$ cat src/rtl/aes_128_loader_if.sv
// Word-stream in, pipeline-core hookup and result stream out for aes_128_loader.
// The DUT takes the slave modport; the environment drives through master.
interface aes_128_loader_if;
    logic         in_valid;
    logic         in_ready;
    logic [31:0]  in_data;
    logic [127:0] aes_state;
    logic [127:0] aes_key;
    logic [127:0] aes_out;
    logic         out_valid;
    logic         out_ready;
    logic [127:0] out_data;

    modport slave (
        input  in_valid, in_data, aes_out, out_ready,
        output in_ready, aes_state, aes_key, out_valid, out_data
    );

    modport master (
        output in_valid, in_data, aes_out, out_ready,
        input  in_ready, aes_state, aes_key, out_valid, out_data
    );
endinterface

$ cat src/rtl/aes_128_loader.sv
// Loads 8 x 32-bit words into state/key for a fixed-latency AES core, tags launches and buffers
// results in a credit-protected FIFO. Define AES_LOADER_BLK_CNT_EN to add the blk_count_o port.
module aes_128_loader #(
    parameter int unsigned LATENCY = 20,
    parameter int unsigned DEPTH   = 4
) (
    input logic             clk,
    input logic             rst,
    aes_128_loader_if.slave bus_io
`ifdef AES_LOADER_BLK_CNT_EN
    ,
    output logic [31:0]     blk_count_o
`endif
);
    localparam int unsigned AW = $clog2(DEPTH);
    localparam int unsigned CW = AW + 1;

    typedef enum logic [0:0] {StLoad, StIssue} state_e;

    state_e             state_q;
    logic [2:0]         beat_q;
    logic               in_ready_q;
    logic [127:0]       aes_state_q;
    logic [127:0]       aes_key_q;
    logic [LATENCY-1:0] vld_sr_q;
    logic [CW-1:0]      credit_q, credit_d;
    logic [AW:0]        wr_ptr_q, rd_ptr_q;
    logic [127:0]       mem_q [DEPTH];

    logic       xfer, launch, push, pop, empty, full;
    logic [6:0] word_lo;

    assign xfer    = bus_io.in_valid & in_ready_q;
    assign launch  = (state_q == StIssue) && (credit_q != '0);
    // Beat n lands at bits [127-32*(n%4) -: 32], i.e. low index 96-32*(n%4).
    assign word_lo = {~beat_q[1:0], 5'd0};

    always_ff @(posedge clk or posedge rst) begin
        if (rst) begin
            state_q     <= StLoad;
            beat_q      <= 3'd0;
            in_ready_q  <= 1'b1;
            aes_state_q <= '0;
            aes_key_q   <= '0;
        end else begin
            unique case (state_q)
                StLoad: begin
                    if (xfer) begin
                        if (!beat_q[2]) aes_state_q[word_lo +: 32] <= bus_io.in_data;
                        else            aes_key_q[word_lo +: 32]   <= bus_io.in_data;
                        beat_q <= beat_q + 3'd1;
                        if (beat_q == 3'd7) begin
                            state_q    <= StIssue;
                            in_ready_q <= 1'b0;
                        end
                    end
                end
                StIssue: begin
                    if (credit_q != '0) begin
                        state_q    <= StLoad;
                        in_ready_q <= 1'b1;
                    end
                end
                default: begin
                    state_q    <= StLoad;
                    in_ready_q <= 1'b1;
                end
            endcase
        end
    end

    // Credit counts free FIFO slots minus results still travelling through the core.
    always_comb begin
        credit_d = credit_q;
        if (launch && !pop)      credit_d = credit_q - CW'(1);
        else if (pop && !launch) credit_d = credit_q + CW'(1);
    end

    always_ff @(posedge clk or posedge rst) begin
        if (rst) begin
            credit_q <= CW'(DEPTH);
            vld_sr_q <= '0;
            wr_ptr_q <= '0;
            rd_ptr_q <= '0;
        end else begin
            credit_q <= credit_d;
            vld_sr_q <= (vld_sr_q << 1) | LATENCY'(launch);
            if (push) wr_ptr_q <= wr_ptr_q + 1'b1;
            if (pop)  rd_ptr_q <= rd_ptr_q + 1'b1;
        end
    end

    always_ff @(posedge clk) begin
        if (push) mem_q[wr_ptr_q[AW-1:0]] <= bus_io.aes_out;
    end

    assign push  = vld_sr_q[LATENCY-1];
    assign empty = (wr_ptr_q == rd_ptr_q);
    assign full  = (wr_ptr_q[AW] != rd_ptr_q[AW]) && (wr_ptr_q[AW-1:0] == rd_ptr_q[AW-1:0]);
    assign pop   = ~empty & bus_io.out_ready;

    assign bus_io.in_ready  = in_ready_q;
    assign bus_io.aes_state = aes_state_q;
    assign bus_io.aes_key   = aes_key_q;
    assign bus_io.out_valid = ~empty;
    assign bus_io.out_data  = mem_q[rd_ptr_q[AW-1:0]];

    fifo_no_overflow_a: assert property (@(posedge clk) disable iff (rst) !(push && full && !pop));

`ifdef AES_LOADER_BLK_CNT_EN
    logic [31:0] blk_cnt_q;

    always_ff @(posedge clk or posedge rst) begin
        if (rst)      blk_cnt_q <= '0;
        else if (pop) blk_cnt_q <= blk_cnt_q + 32'd1;
    end

    assign blk_count_o = blk_cnt_q;
`endif
endmodule

$ cat src/flat_wrapper.sv
// flat-port wrapper written by rule: the top's interface ports become plain ports
module aes_128_loader_flat 
#(
    parameter int unsigned LATENCY = 20,
    parameter int unsigned DEPTH   = 4
)
  (clk, rst, bus_io_in_valid, bus_io_in_data, bus_io_aes_out, bus_io_out_ready, bus_io_in_ready, bus_io_aes_state, bus_io_aes_key, bus_io_out_valid, bus_io_out_data);
  aes_128_loader_if bus_io_i ();
  input logic clk;
  input logic rst;
  input wire logic [$bits(bus_io_i.in_valid)-1:0] bus_io_in_valid;
  input wire logic [$bits(bus_io_i.in_data)-1:0] bus_io_in_data;
  input wire logic [$bits(bus_io_i.aes_out)-1:0] bus_io_aes_out;
  input wire logic [$bits(bus_io_i.out_ready)-1:0] bus_io_out_ready;
  output wire logic [$bits(bus_io_i.in_ready)-1:0] bus_io_in_ready;
  output wire logic [$bits(bus_io_i.aes_state)-1:0] bus_io_aes_state;
  output wire logic [$bits(bus_io_i.aes_key)-1:0] bus_io_aes_key;
  output wire logic [$bits(bus_io_i.out_valid)-1:0] bus_io_out_valid;
  output wire logic [$bits(bus_io_i.out_data)-1:0] bus_io_out_data;
  assign bus_io_i.in_valid = bus_io_in_valid;
  assign bus_io_i.in_data = bus_io_in_data;
  assign bus_io_i.aes_out = bus_io_aes_out;
  assign bus_io_i.out_ready = bus_io_out_ready;
  assign bus_io_in_ready = bus_io_i.in_ready;
  assign bus_io_aes_state = bus_io_i.aes_state;
  assign bus_io_aes_key = bus_io_i.aes_key;
  assign bus_io_out_valid = bus_io_i.out_valid;
  assign bus_io_out_data = bus_io_i.out_data;
  aes_128_loader #(.LATENCY(LATENCY), .DEPTH(DEPTH)) u_core (.clk(clk), .rst(rst), .bus_io(bus_io_i));
endmodule
$ cat config.mk
export PLATFORM = sky130hd
export DESIGN_NAME = aes_128_loader_flat
export DESIGN_NICKNAME = d
export VERILOG_FILES = /design/src/rtl/aes_128_loader_if.sv /design/src/rtl/aes_128_loader.sv /design/src/flat_wrapper.sv
export SDC_FILE = /design/constraint.sdc
export NUM_CORES = 1
export LEC_CHECK = 0
export ABC_AREA = 1
export CAP_MARGIN = 20
export CORE_AREA = 2 2 192 335
export DETAILED_ROUTE_END_ITERATION = 8
export DIE_AREA = 0 0 194 337
export MAX_ROUTING_LAYER = met4
export PLACE_DENSITY = 0.8
export SLEW_MARGIN = 20
export SYNTH_ARGS = -nofsm -noshare
export SYNTH_HDL_FRONTEND = slang
export SYNTH_SLANG_ARGS = --single-unit
export TNS_END_PERCENT = 1
$ cat constraint.sdc
create_clock -name clk -period 11.4 [get_ports clk]
set_input_delay 2.28 -clock clk [delete_from_list [all_inputs] [get_ports clk]]
set_output_delay 2.28 -clock clk [all_outputs]
set_load 0.01 [all_outputs]
Yosys cells after proc, flatten, opt, wreduce, memory -nomap -nowiden

Memory sizes are Yosys's and may differ from the RTL's.
Index checks and enable logic that the tools add are counted.
Widths: inputs -> output; s select.

RAM bits: 512
Output and inout bits: 386
Flip-flop bits (word level): 290
Word-level logic and storage cells: 55
Input port bits: 164
Memories: 1

Memory list:

| name         | depth | width | read ports | clocked after Yosys merged registers in | write ports | line                 | text |
|---|---|---|---|---|---|---|---|
| u_core.mem_q | 4     | 128   | 1          | 0                                       | 1           | aes_128_loader.sv:28 | `logic [127:0] mem_q [DEPTH];` |

$add $sub $neg: 6
Equality and inequality tests: 5
Mux-type cells: 14
Reduce and logical (&&, ||, !) cells: 11
Bitwise gates (word level): 7
Shift-type cells: 2

Operators by type and width:

| cell                     | count |
|---|---|
| $bwmux 128               | 2 |
| $shift 32x9->128 const A | 1 |
| $shiftx 32x9->128        | 1 |
| $or 20x1->20             | 1 |
| $add 3x1->3 const B      | 4 |
| $neg 7->9                | 1 |
| $reduce_and 3->1         | 3 |
| $mux 1                   | 8 |
| $mux 3                   | 2 |
| $ne 2x1->1 const B       | 2 |
| $pmux 1 s2               | 2 |
| $eq 3x3->1               | 1 |
| $eq 3x3->1 const B       | 1 |
| $logic_and 1x1->1        | 3 |
| $not 1->1                | 3 |
| $reduce_bool 3->1        | 1 |
| $sub 3x1->3 const B      | 1 |
| $and 1x1->1              | 2 |
| $logic_not 1->1          | 2 |
| $ne 2x2->1 const B       | 1 |
| $not 2->2                | 1 |
| $reduce_and 2->1         | 1 |
| $reduce_bool 2->1        | 1 |

Logic depth before layout (Yosys ltp)

Depth in word-level cells: 6
Mapped depth: 12

Worst setup path after synthesis

OpenSTA, ideal clock, no wires.

Kind: register -> register
Start: reg u_core.wr_ptr_q[0]
End: mem u_core.mem_q[2][0], enable pin
Stages on the path, launching flop included: 5
Period minus slack after synthesis: 3.671 ns
Arrival time: 3.190 ns
Path buffers: 0
Path slack: 7.729 ns
Required time: 10.919 ns
Path through: dfrtp_1 -> inv_1 -> ha_1 -> nand2_1 -> inv_1

RTL lines:

| element                  | line                 | text |
|---|---|---|
| start: declaration       | aes_128_loader.sv:27 | `logic [AW:0] wr_ptr_q, rd_ptr_q;` |
| start signal: assignment | aes_128_loader.sv:88 | `if (push) wr_ptr_q <= wr_ptr_q + 1'b1;` |
| end: declaration         | aes_128_loader.sv:28 |  |

No word-level cell before the write port.

Worst setup path in the final report

Start: reg u_core.rd_ptr_q[0]
End: out bus_io_out_data[105]

Cells in the longest elaborated chain, start to end: 1

Ends and longest elaborated chain:

| element                  | line                 | text |
|---|---|---|
| start: declaration       | aes_128_loader.sv:27 |  |
| start signal: assignment | aes_128_loader.sv:89 | `if (pop) rd_ptr_q <= rd_ptr_q + 1'b1;` |
| $mem_v2 4x128            | -                    |  |
| end: declaration         | flat_wrapper.sv:19   | `output wire logic [$bits(bus_io_i.out_data)-1:0] bus_io_out_data;` |

No other way between the ends.

==> impl_metrics.py <==
metrics = {
    "detailed_routing": {
        "drc": 0,
        "dr_total_vias": 22380,
        "route.antenna.remaining_nets": 0,
        "violation_count_after_the_first_detailed_route_iteration": 1541,
        "via_per_inst": 5.604,
        "routed_wire_per_std_cell_um": 22.79,
        "first_pass_iters": 6,
        "drt_wl_total_mm": 91.00,
    },
    "sta": {
        "max_freq_mhz": 145.7,
        "least_margin_pin_slew_ns": 1.101,
        "post-route-worst-setup-slack_ns": 4.534,
        "finalWorstPathRequiredPeriod_ns": 6.866,
        "count_of_endpoints_failing_setup_in_the_final_report": 0,
        "fin_tns_setup_ns": 0,
        "slew_headroom": 0.2662,
        "max_slew_violations": 0,
        "crit_share_post_route": 0.6022,
        "grt_setup_unrepaired": "no",
        "clock_skew_ns": 0.02287,
        "finalHoldViolations": 0,
    },
    "flow_run": {
        "max_cap_violations": 0,
    },
    "synth": {
        "number_of_register_bits_inferred_by_synthesis": 802,
        "area_contributors_post_synth": "sky130_fd_sc_hd__edfxtp_1, sky130_fd_sc_hd__dfrtp_1, sky130_fd_sc_hd__nand2_1",
        "post_synth_instance_area_um2": 30950,
        "proportion_of_register_bits_with_asynchronous_set_or_reset_after_synthesis": 0.3616,
        "postSynthAreaPerCell_um2": 11.71,
        "mappedNetlistNets": 2821,
        "synth-seq-area-share": 0.7313,
        "number_of_enable_flip_flop_cells_after_synthesis": 512,
        "yosys_synthesis_warning_count": 0,
        "synthDominantAreaCellType": "sky130_fd_sc_hd__edfxtp_1",
        "ys_top_cells_by_count": "sky130_fd_sc_hd__nand2_1, sky130_fd_sc_hd__edfxtp_1, sky130_fd_sc_hd__dfrtp_1",
        "distinct_cell_type_count_after_synthesis": 29,
        "synth_most_common_cell": "sky130_fd_sc_hd__nand2_1",
        "synth_ff_type": "sky130_fd_sc_hd__edfxtp_1",
        "synth.top_cell.area_share": 0.4968,
        "netlist_instances": 2644,
    },
    "status": {
        "result_of_the_run": "completed",
    },
    "finish": {
        "syn2layout_area_growth_pct": 26.95,
        "stdcell_area_um2": 39290,
        "nNetsFinal": 3295,
        "filler_cell_count": 4671,
        "multi_input_comb_area_um2": 7233,
        "fraction_of_layout_instances_using_a_drive_strength_above_1": 0.05174,
        "register_area_um2": 22640,
        "final_non_filler_cell_total": 3993,
    },
    "floorplan": {
        "die-area_um2": 65380,
        "design.portCount": 550,
        "dieWidth_um": 194,
        "initial_core_utilization": 0.4921,
        "floorplan.core_area_um2": 62890,
        "die_y_um": 337,
        "fp-row-count": 122,
    },
    "worst_setup_path": {
        "worstSetupEndpointType": "primary output",
        "critical_path_peak_fanout": 98,
        "ff2ff_setup_slack_ns": 7.58,
        "reg2regPathDepth": 9,
        "crit_path_start": "u_core.rd_ptr_q[0]",
        "cp.required_ns": 9.12,
        "worst_setup_path_endpoint": "bus_io_out_data[105]",
        "arr_time_crit_path_ns": 4.59,
        "worst_r2r_start": "u_core.beat_q[0]",
        "start_kind": "flip-flop",
        "worstReg2RegEnd": "u_core.bus_io.aes_key[76]",
        "worstSetupPathType": "reg2out",
    },
    "grt": {
        "wire_length_of_the_first_global_routing_pass_mm": 134.3,
        "largest_net_degree_at_the_start_of_global_routing": 148,
        "track_usage": 0.2811,
        "grt_antenna_before_repair": 16,
        "grt_overflow": 0,
        "via_count_of_the_first_global_routing_pass": 22140,
    },
    "clock_tree": {
        "tritoncts.num_buffers": 71,
        "htree_num_levels": 3,
        "cts-resized-gates": 0,
        "later_pin_clock_latency_in_the_skew_report_ns": 0.64,
        "clockBufferDepth": 3,
        "tritoncts": "built",
        "cts_sinks": 802,
        "cts.hold.buffers_added": 0,
        "number_of_buffers_added_for_setup_after_cts": 0,
        "clk_pin_slew_ns": 0.06,
        "ctsRootBufferMaster": "sky130_fd_sc_hd__clkbuf_16",
    },
    "pwr": {
        "p_int_mw": 6.387,
        "power_frac_comb": 0.375,
        "switching_power_mw": 3.562,
        "power.static_leakage_nw": 15.53,
        "share_seq_of_total_power": 0.376,
        "vdd_drop_max_v": 0.0002085,
        "switching_share": 0.3581,
        "power_density_nw_per_um2": 253.2,
        "clockPowerShare": 0.249,
    },
    "place": {
        "place_ws_ns": 5.230,
        "hpwl_mm": 57.90,
        "placer_congestion": 1.038,
        "post-place-cells": 3850,
        "numPortBuffers": 549,
        "dpl-instance-area_um2": 36850,
    },
    "worst_hold_path": {
        "timing.hold.worst.class": "reg2reg",
        "launch_point_of_the_worst_hold_path": "u_core.vld_sr_q[0]",
    },
}
-- stage by stage --
| step | power (mW) | hold slack (ns) | utilization |
|---|---|---|---|
| after floorplan | 5.577 | 0.3312 | - |
| after global placement | 7.424 | 0.3349 | 0.5859 |
| after detailed placement | 7.489 | 0.3347 | 0.5859 |
| after CTS | 9.968 | 0.3505 | 0.6236 |
| after global routing | 10.40 | 0.3592 | 0.6247 |
| final | 9.949 | 0.3451 | 0.6248 |
-- critical path, cell delays in order, from the launching register on --
cell                              delay (ns)
sky130_fd_sc_hd__dfrtp_4                0.89
sky130_fd_sc_hd__buf_4                  0.81
sky130_fd_sc_hd__buf_4                  0.84
sky130_fd_sc_hd__o21ai_0                0.30
sky130_fd_sc_hd__o22ai_1                0.31
sky130_fd_sc_hd__clkdlybuf4s50_1        0.63
-- worst min-delay path by stage --
stage                                to  slack [ns]  cells after the start
CTS                  u_core.vld_sr_q[1]        0.35                      0
global route         u_core.vld_sr_q[8]        0.36                      0
detailed placement   u_core.vld_sr_q[4]        0.33                      0
floorplan           u_core.vld_sr_q[10]        0.33                      0
global placement     u_core.vld_sr_q[9]        0.33                      0
finish               u_core.vld_sr_q[1]        0.35                      0
-- area by class of cell --
type / count / area share
antenna: 17 / 0.001083
clock buffer: 88 / 0.04789
clock inverter: 37 / 0.01258
inverter: 63 / 0.006878
multi-input combinational: 1604 / 0.1841
sequential: 802 / 0.5763
tap: 806 / 0.02567
timing repair buffer: 576 / 0.1455
-- cell usage in the layout, fill, tap and decap left out, types with 2 or more instances in the layout --
master / count
sky130_fd_sc_hd__bufinv_16: 8
sky130_fd_sc_hd__nand3_1: 7
sky130_fd_sc_hd__edfxtp_1: 512
sky130_fd_sc_hd__o22ai_1: 128
sky130_fd_sc_hd__inv_6: 8
sky130_fd_sc_hd__clkinv_2: 15
sky130_fd_sc_hd__inv_1: 49
sky130_fd_sc_hd__clkbuf_8: 2
sky130_fd_sc_hd__clkdlybuf4s50_1: 549
sky130_fd_sc_hd__dfstp_2: 2
sky130_fd_sc_hd__diode_2: 17
sky130_fd_sc_hd__inv_8: 2
sky130_fd_sc_hd__clkinv_16: 2
sky130_fd_sc_hd__nand2_4: 2
sky130_fd_sc_hd__o21ai_0: 245
sky130_fd_sc_hd__nand2_1: 655
sky130_fd_sc_hd__dfrtp_4: 2
sky130_fd_sc_hd__clkbuf_1: 14
sky130_fd_sc_hd__nor3_1: 120
sky130_fd_sc_hd__ha_1: 12
sky130_fd_sc_hd__buf_4: 26
sky130_fd_sc_hd__inv_16: 3
sky130_fd_sc_hd__dfrtp_1: 285
sky130_fd_sc_hd__inv_2: 7
sky130_fd_sc_hd__nor2_4: 6
sky130_fd_sc_hd__nor2_1: 261
sky130_fd_sc_hd__clkinv_1: 5
sky130_fd_sc_hd__xnor2_1: 2
sky130_fd_sc_hd__nor2_2: 3
sky130_fd_sc_hd__xor2_1: 5
sky130_fd_sc_hd__o21ai_1: 152
sky130_fd_sc_hd__clkbuf_16: 72
-- kinds of logic after synthesis --
family,Yosys count,share of synthesized area
adder cells (fa/ha/maj),13,0.005498
XOR/XNOR,7,0.001981
AND/OR/NAND/NOR,1057,0.1357
flip-flops,802,0.7313
AO/OA/AOI/OAI,527,0.09048
buffers and inverters,238,0.03505
-- power groups by stage --
stage,Sequential (mW),Combinational [mW],Clock (mW)
final,3.74,3.73,2.47
after global routing,3.79,4.01,2.60
after CTS,3.74,3.73,2.50
after detailed placement,3.79,3.70,0
after global placement,3.78,3.64,0
after floorplan,3.83,1.74,0
-- metal layers --
layer | track usage | vias to the layer above | share of wire
li1 | - | 10120 | -
met1 | 0.3022 | 10950 | 0.35
met2 | 0.4610 | 1138 | 0.50
met3 | 0.09873 | 174 | 0.11
met4 | 0.1423 | 0 | 0.050
met5 | - | - | 0
-- state kept, by name (all words and copies together), names as in the netlist, 3 cells and up --
register                 cells
u_core.beat_q                3
u_core.bus_io.aes_key      128
u_core.bus_io.aes_state    128
u_core.credit_q              3
u_core.mem_q               512
u_core.rd_ptr_q              3
u_core.vld_sr_q             20
u_core.wr_ptr_q              3
Note: power is estimated with default switching activity, not from simulation.
